==> src/rtl/uart_rx_fifo.sv <==
// Receive buffer behind the UART receiver: DEPTH-entry circular FIFO with a first-word-fall-through output.
// Latency: one cycle from an rx_valid pulse to out_valid on an empty FIFO. out_data/out_break are combinational from the head entry.
// Backpressure: out_ready stalls the head. A character that arrives while the FIFO is full and nothing is read is dropped and sets sticky overflow.
module uart_rx_fifo #(
  parameter int PAYLOAD_BITS = 8,
  parameter int DEPTH        = 16,
  parameter int AFULL_THRESH = 12,
  parameter bit DROP_BREAK   = 1'b0,
  parameter int ADDR_W       = $clog2(DEPTH)
) (
  input  logic                    clk,
  input  logic                    rst,
  input  logic                    rx_valid,
  input  logic                    rx_break,
  input  logic [PAYLOAD_BITS-1:0] rx_data,
  output logic                    out_valid,
  input  logic                    out_ready,
  output logic [PAYLOAD_BITS-1:0] out_data,
  output logic                    out_break,
  output logic [ADDR_W:0]         count,
  output logic                    full,
  output logic                    almost_full,
  output logic                    overflow,
  input  logic                    ovf_clear,
  output logic                    brk_seen
);

  localparam int        THRESH_I = AFULL_THRESH;
  localparam int        DEPTH_I  = DEPTH;
  localparam logic [ADDR_W:0] DEPTH_C = DEPTH_I[ADDR_W:0];
  localparam logic [ADDR_W:0] AFULL_C = THRESH_I[ADDR_W:0];

  // Each entry holds the BREAK flag above the character bits.
  logic [PAYLOAD_BITS:0] mem_q [DEPTH];

  logic [ADDR_W-1:0] wr_ptr_q, wr_ptr_d;
  logic [ADDR_W-1:0] rd_ptr_q, rd_ptr_d;
  logic [ADDR_W:0]   count_q, count_d;
  logic              ovf_q, ovf_d;
  logic              brk_q, brk_d;

  logic empty;
  logic keep;
  logic wr_en;
  logic rd_en;
  logic ovf_set;

  // Status flags come from the count register alone, never from the rx_* inputs.
  always_comb begin
    empty       = (count_q == '0);
    full        = (count_q == DEPTH_C);
    almost_full = (count_q >= AFULL_C);
    count       = count_q;
    overflow    = ovf_q;
    brk_seen    = brk_q;
  end

  // Accept/drop decisions. A filtered BREAK is neither stored nor counted as an overflow.
  always_comb begin
    keep    = rx_valid && !(DROP_BREAK && rx_break);
    rd_en   = !empty && out_ready;
    wr_en   = keep && (!full || rd_en);
    ovf_set = keep && full && !rd_en;
  end

  // Head of the FIFO. The output is forced to zero while empty, so stale memory never leaks out.
  always_comb begin
    out_valid = !empty;
    out_data  = '0;
    out_break = 1'b0;
    if (!empty) begin
      out_data  = mem_q[rd_ptr_q][PAYLOAD_BITS-1:0];
      out_break = mem_q[rd_ptr_q][PAYLOAD_BITS];
    end
  end

  // Next-state logic. Pointers wrap naturally because DEPTH is a power of two. Overflow set wins over clear.
  always_comb begin
    wr_ptr_d = wr_ptr_q;
    rd_ptr_d = rd_ptr_q;
    count_d  = count_q;
    ovf_d    = ovf_q;
    brk_d    = rx_valid && rx_break;
    if (wr_en) wr_ptr_d = wr_ptr_q + ADDR_W'(1);
    if (rd_en) rd_ptr_d = rd_ptr_q + ADDR_W'(1);
    case ({wr_en, rd_en})
      2'b10:   count_d = count_q + (ADDR_W+1)'(1);
      2'b01:   count_d = count_q - (ADDR_W+1)'(1);
      default: count_d = count_q;
    endcase
    if (ovf_set)        ovf_d = 1'b1;
    else if (ovf_clear) ovf_d = 1'b0;
  end

  // Control registers with a synchronous, active-low reset that discards all entries.
  always_ff @(posedge clk) begin
    if (!rst) begin
      wr_ptr_q <= '0;
      rd_ptr_q <= '0;
      count_q  <= '0;
      ovf_q    <= 1'b0;
      brk_q    <= 1'b0;
    end else begin
      wr_ptr_q <= wr_ptr_d;
      rd_ptr_q <= rd_ptr_d;
      count_q  <= count_d;
      ovf_q    <= ovf_d;
      brk_q    <= brk_d;
    end
  end

  // Storage array. It is not reset; a write happens only on an accepted character.
  always_ff @(posedge clk) begin
    if (wr_en) mem_q[wr_ptr_q] <= {rx_break, rx_data};
  end

endmodule
==> config.mk <==
export PLATFORM = sky130hd
export DESIGN_NAME = uart_rx_fifo
export DESIGN_NICKNAME = d
export VERILOG_FILES = /design/src/rtl/uart_rx_fifo.sv
export SDC_FILE = /design/constraint.sdc
export NUM_CORES = 1
export LEC_CHECK = 0
export ABC_AREA = 1
export CAP_MARGIN = 10
export CORE_MARGIN = 8
export CORE_UTILIZATION = 40
export CTS_CLUSTER_DIAMETER = 120
export DETAILED_ROUTE_END_ITERATION = 10
export GPL_TIMING_DRIVEN = 0
export PLACE_DENSITY = 0.59
export SLEW_MARGIN = 10
export SYNTH_ARGS = -nofsm -noshare
export SYNTH_HDL_FRONTEND = slang
export SYNTH_SLANG_ARGS = --single-unit
==> constraint.sdc <==
create_clock -name clk -period 2.9 [get_ports clk]
set_clock_uncertainty 0.15 [all_clocks]
set_input_delay 0.58 -clock clk [delete_from_list [all_inputs] [get_ports clk]]
set_output_delay 0.58 -clock clk [all_outputs]
set_load 0.01 [all_outputs]
# Word-level counts from Yosys, hierarchy flattened
# Memory sizes are Yosys's and may differ from the RTL's. A register that Yosys moved wholly into a read port is not among the register bits.
# Index checks and enable logic that the tools add are counted.
classes:
  addsub: 4
  magnitude_cmp: 1
  eq_ne: 3
  muxes: 9
  reduce_logical: 12
op_table:
  columns: ["operator", "count"]
  rows:
  - ["one-hot mux 5 bit (2 select lines)", 1]
  - ["adder 4 x 1 -> 4 bit (second input constant)", 2]
  - ["two-way mux 4 bit", 2]
  - ["two-way mux 8 bit", 1]
  - ["adder 5 x 1 -> 5 bit (second input constant)", 1]
  - ["equality test 5 bit (second input constant)", 1]
  - ["greater-or-equal comparator 5 x 4 -> 1 bit (second input constant)", 1]
  - ["logical AND 1 bit", 5]
  - ["zero test 5 bit", 1]
  - ["two-way mux 1 bit", 5]
  - ["subtractor 5 x 1 -> 5 bit (second input constant)", 1]
  - ["nonzero test 2 bit", 2]
  - ["zero test 1 bit", 3]
  - ["equality test 2 x 1 -> 1 bit (second input constant)", 1]
  - ["equality test 2 bit (second input constant)", 1]
  - ["logical OR 1 bit", 1]
totals:
  reg_bits: 15
  ramBits: 144
  out_inout_bits: 19
  wordCells: 35
  memories: 1
mem_list:
  columns: ["name", "words", "word_bits", "read_ports", "rd_ports_with_merged_regs", "wr", "line_no", "rtl"]
  rows:
  - ["mem_q", 16, 9, 1, 1, 1, "34", "logic [PAYLOAD_BITS:0] mem_q [DEPTH];"]

# Depth between registers and ports, before layout
logic_depth:
  word_depth: 7
  ltp_mapped: 15

# Least setup slack after synthesis
# OpenSTA, ideal clock, no wires.
synth_timing:
  path_type: "reg2out"
  from: "register with a tool-made name"
  to: "output out_data[5]"
  arrival_ns: 1.297
  required_time_ns: 2.170
  slack_ns: 0.873
  stages_incl_launch_ff: 8
  path_buffers: 2
  cell_sequence: "dfxtp_1 -> buf_2 -> inv_2 -> clkbuf_1 -> nor2_1 -> o221ai_1 -> nand3_1 -> a21oi_1"
synth_rtl:
  columns: ["element", "line_no", "rtl"]
  rows:
  - ["to (decl)", "18", "output logic [PAYLOAD_BITS-1:0] out_data,"]

==> impl_metrics.sql <==
INSERT INTO impl_metrics (metric_group, metric, value, unit) VALUES
('logic_synthesis', 'synth_top_area_share', '65.0', '%'),
('global_route', 'globalRoute.busiestLayer', 'met2', ''),
('timing', 'finalMaxSlewViolations', '0', ''),
('min_path', 'min_path_cells', '2', ''),
('global_route', 'antenna_violations_before_repair', '0', ''),
('timing', 'layout_worst_path_cycle_share', '99.6', '%'),
('outcome', 'result_of_the_run', 'finished, final reports clean', ''),
('power', 'total_leakage_power', '2.80', 'nW'),
('clock_network', 'cts_hold_repair.buffers', '0', ''),
('detailed_routing', 'detail_route.vias_per_cell', '5.53', ''),
('logic_synthesis', 'synthTopCellsByCount', 'sky130_fd_sc_hd__edfxtp_1, sky130_fd_sc_hd__nor2_1, sky130_fd_sc_hd__o21ai_0, sky130_fd_sc_hd__o221ai_1, sky130_fd_sc_hd__nand2_1', ''),
('logic_synthesis', 'yosys_most_used_dff', 'sky130_fd_sc_hd__edfxtp_1', ''),
('logic_synthesis', 'syn-mean-instance-area', '12.3', 'sq um'),
('worst_setup_path', 'crit_required', '2.17', 'ns'),
('power', 'power_density', '811', 'nW/um^2'),
('placed_design', 'gp_routability_congestion', '0.826', ''),
('cells_and_area', 'insertedDiodeCount', '0', ''),
('timing', 'tightest_pin_transition', '1.12', 'ns'),
('logic_synthesis', 'synth-seq-cells', '163', ''),
('timing', 'hold_violations', '0', ''),
('clock_network', 'clock_tree.buffer_depth', '2', ''),
('die', 'overall_die_width', '145', 'um'),
('worst_setup_path', 'criticalPathCategory', 'reg -> out', ''),
('logic_synthesis', 'mappedNetlistNets', '561', ''),
('timing', 'setup_repair_after_global_routing_missed_its_margin', 'true', ''),
('timing', 'timing.fmax', '346', 'MHz'),
('global_route', 'grtUsageMet3', '3.98', '%'),
('clock_network', 'cts-htree-levels', '4', ''),
('global_route', 'grt_pass1_wl', '26900', 'um'),
('timing', 'setup_viol', '0', ''),
('flow_run', 'maxCapViolations', '0', ''),
('min_path', 'min_to', 'overflow$_SDFFE_PN0P_', ''),
('global_route', 'pin_count_of_the_biggest_net_entering_global_routing', '18', ''),
('cells_and_area', 'post-route-util', '49.5', '%'),
('detailed_routing', 'via_count', '4605', ''),
('detailed_routing', 'detail_route.first_pass.iterations', '5', ''),
('min_path', 'worstHoldStart', 'overflow$_SDFFE_PN0P_', ''),
('worst_setup_path', 'timing.rr.start', 'count[0]$_SDFFE_PN0P_', ''),
('worst_setup_path', 'rr_endpoint', 'mem_q[13][4]$_DFFE_PP_', ''),
('logic_synthesis', 'async_flop_share', '0', '%'),
('clock_network', 'cts_made_buffers', '17', ''),
('logic_synthesis', 'synthDominantAreaCellType', 'sky130_fd_sc_hd__edfxtp_1', ''),
('die', 'pin_count', '33', ''),
('logic_synthesis', 'synth-warning-count', '0', ''),
('die', 'die_area', '21000', 'sq um'),
('global_route', 'gr-total-overflow', '0', ''),
('power', 'power.ir.vdd_worst', '0.000457', 'V'),
('detailed_routing', 'post_route_drc_violation_count', '0', ''),
('worst_setup_path', 'cp-start-kind', 'flop', ''),
('cells_and_area', 'finish.net_count', '620', ''),
('logic_synthesis', 'yosys.cell_types.count', '31', ''),
('detailed_routing', 'detailedRoute.firstIterationViolations', '497', ''),
('global_route', 'grt_util_all_layers', '16.8', '%'),
('clock_network', 'clock_insertion_delay_worst_skew', '0.43', 'ns'),
('die', 'fp-row-count', '47', ''),
('worst_setup_path', 'cp.arrival', '2.16', 'ns'),
('cells_and_area', 'drive_above_1_share', '18.5', '%'),
('global_route', 'grt.met2_usage', '27.3', '%'),
('min_path', 'worstHoldPathType', 'reg -> reg', ''),
('logic_synthesis', 'yosys.cell_count.top_type', 'sky130_fd_sc_hd__edfxtp_1', ''),
('clock_network', 'root_buffer', 'sky130_fd_sc_hd__clkbuf_16', ''),
('global_route', 'groute.layer.met1.usage', '21.0', '%'),
('worst_setup_path', 'r2r.worst_path.cells', '8', ''),
('placed_design', 'port_buffers', '32', ''),
('clock_network', 'cts.sinks', '163', ''),
('clock_network', 'tritoncts', 'built', ''),
('cells_and_area', 'relative_area_change_from_synthesis_to_final_layout', '22.2', '%'),
('logic_synthesis', 'netlist_instances', '540', ''),
('logic_synthesis', 'synth_area', '6650', 'sq um'),
('timing', 'tns', '0', 'ns'),
('clock_network', 'clk_pin_slew_worst_paths', '0.06', 'ns');
## timing repair
action	4_1_cts	5_1_grt
setup endpoints to repair	9	9
cloned	3	2
pin swaps	11	21
gates resized for setup	84	36
buffers inserted	2	1
## worst max-delay path: stages, from the launching register on
cell                              delay [ns]
sky130_fd_sc_hd__dfxtp_2                0.32
sky130_fd_sc_hd__buf_6                  0.14
sky130_fd_sc_hd__clkinvlp_4             0.19
sky130_fd_sc_hd__buf_6                  0.15
sky130_fd_sc_hd__o21ai_0                0.11
sky130_fd_sc_hd__o221ai_2               0.24
sky130_fd_sc_hd__nand3_1                0.17
sky130_fd_sc_hd__a21oi_2                0.16
sky130_fd_sc_hd__clkdlybuf4s15_2        0.25
## cells in the final DEF, fill, tap and decap left out, types with 7 or more instances in the layout
cell type,n
sky130_fd_sc_hd__edfxtp_1,144
sky130_fd_sc_hd__a21oi_1,9
sky130_fd_sc_hd__nand3_1,22
sky130_fd_sc_hd__buf_4,8
sky130_fd_sc_hd__o221ai_1,24
sky130_fd_sc_hd__dfxtp_1,18
sky130_fd_sc_hd__buf_2,10
sky130_fd_sc_hd__nand2_1,26
sky130_fd_sc_hd__o21ai_0,78
sky130_fd_sc_hd__clkbuf_16,17
sky130_fd_sc_hd__inv_1,22
sky130_fd_sc_hd__buf_6,13
sky130_fd_sc_hd__a21oi_2,8
sky130_fd_sc_hd__nor2_1,106
sky130_fd_sc_hd__ha_1,7
sky130_fd_sc_hd__clkdlybuf4s50_1,23
## logic make-up (layout without fill, tap and decap cells)
logic type               after synthesis  count (layout)  share of synthesized area (%)
adder cells (fa/ha/maj)                7               7                           1.32
AND/OR/NAND/NOR                      171             171                           11.5
AO/OA/AOI/OAI                        140             140                           12.7
buffers and inverters                 58             130                           3.61
flip-flops                           163             163                           70.7
XOR/XNOR                               1               1                          0.132
## flip-flops by register name (all words and copies together), names as in the netlist, named ones only
signal / flops
overflow: 1
count: 5
mem_q: 144
rd_ptr_q: 4
wr_ptr_q: 4
brk_seen: 1
## worst max path at each step
stage               cells after the start  slack [ns]  from     endpoint
floorplan                               7        0.87  flop  out_data[5]
global placement                        7       -0.27  flop  out_data[0]
detailed placement                      7       -0.31  flop  out_data[0]
CTS                                    10       0.005  flop  out_data[1]
global route                            8       -0.07  flop  out_data[3]
finish                                  8        0.01  flop  out_data[3]
## area by class of cell
cell class	instances	area, sq um
clock buffers	18	429
plain buffers	27	265
clock inverters	14	186
inverters	31	138
well taps	220	275
multi-input cells	319	1780
repair buffers	39	339
flip-flops and latches	163	4710
repair inverters	1	5.00
fillers	1439	8280
## per-stage QoR
step	cell area, sq um	power (mW)	cells	worst slack, ns	hold WS [ns]
2_1_floorplan	6650	3.50	540	0.873	0.310
3_3_place_gp	7250	4.08	792	-0.270	0.317
3_5_place_dp	7250	4.10	792	-0.313	0.330
4_1_cts	8060	6.54	829	0.00464	0.342
5_1_grt	8130	6.85	832	-0.0692	0.371
6_report	8130	6.59	832	0.0104	0.337
## power by group
| group | total, mW | switching, mW | internal (mW) |
|---|---|---|---|
| Clock | 2.35 | 0.911 | 1.44 |
| Sequential | 2.68 | 0.0505 | 2.63 |
| Combinational | 1.56 | 0.977 | 0.584 |
| Total | 6.59 | 1.94 | 4.65 |
## per-layer routing
metal  vias to the layer above  wire, um
met5                         -         0
met4                         0       491
met3                        34      1100
met2                       204      8350
met1                      2267      7680
li1                       2100         -
Note: power is estimated with default switching activity, not from simulation.
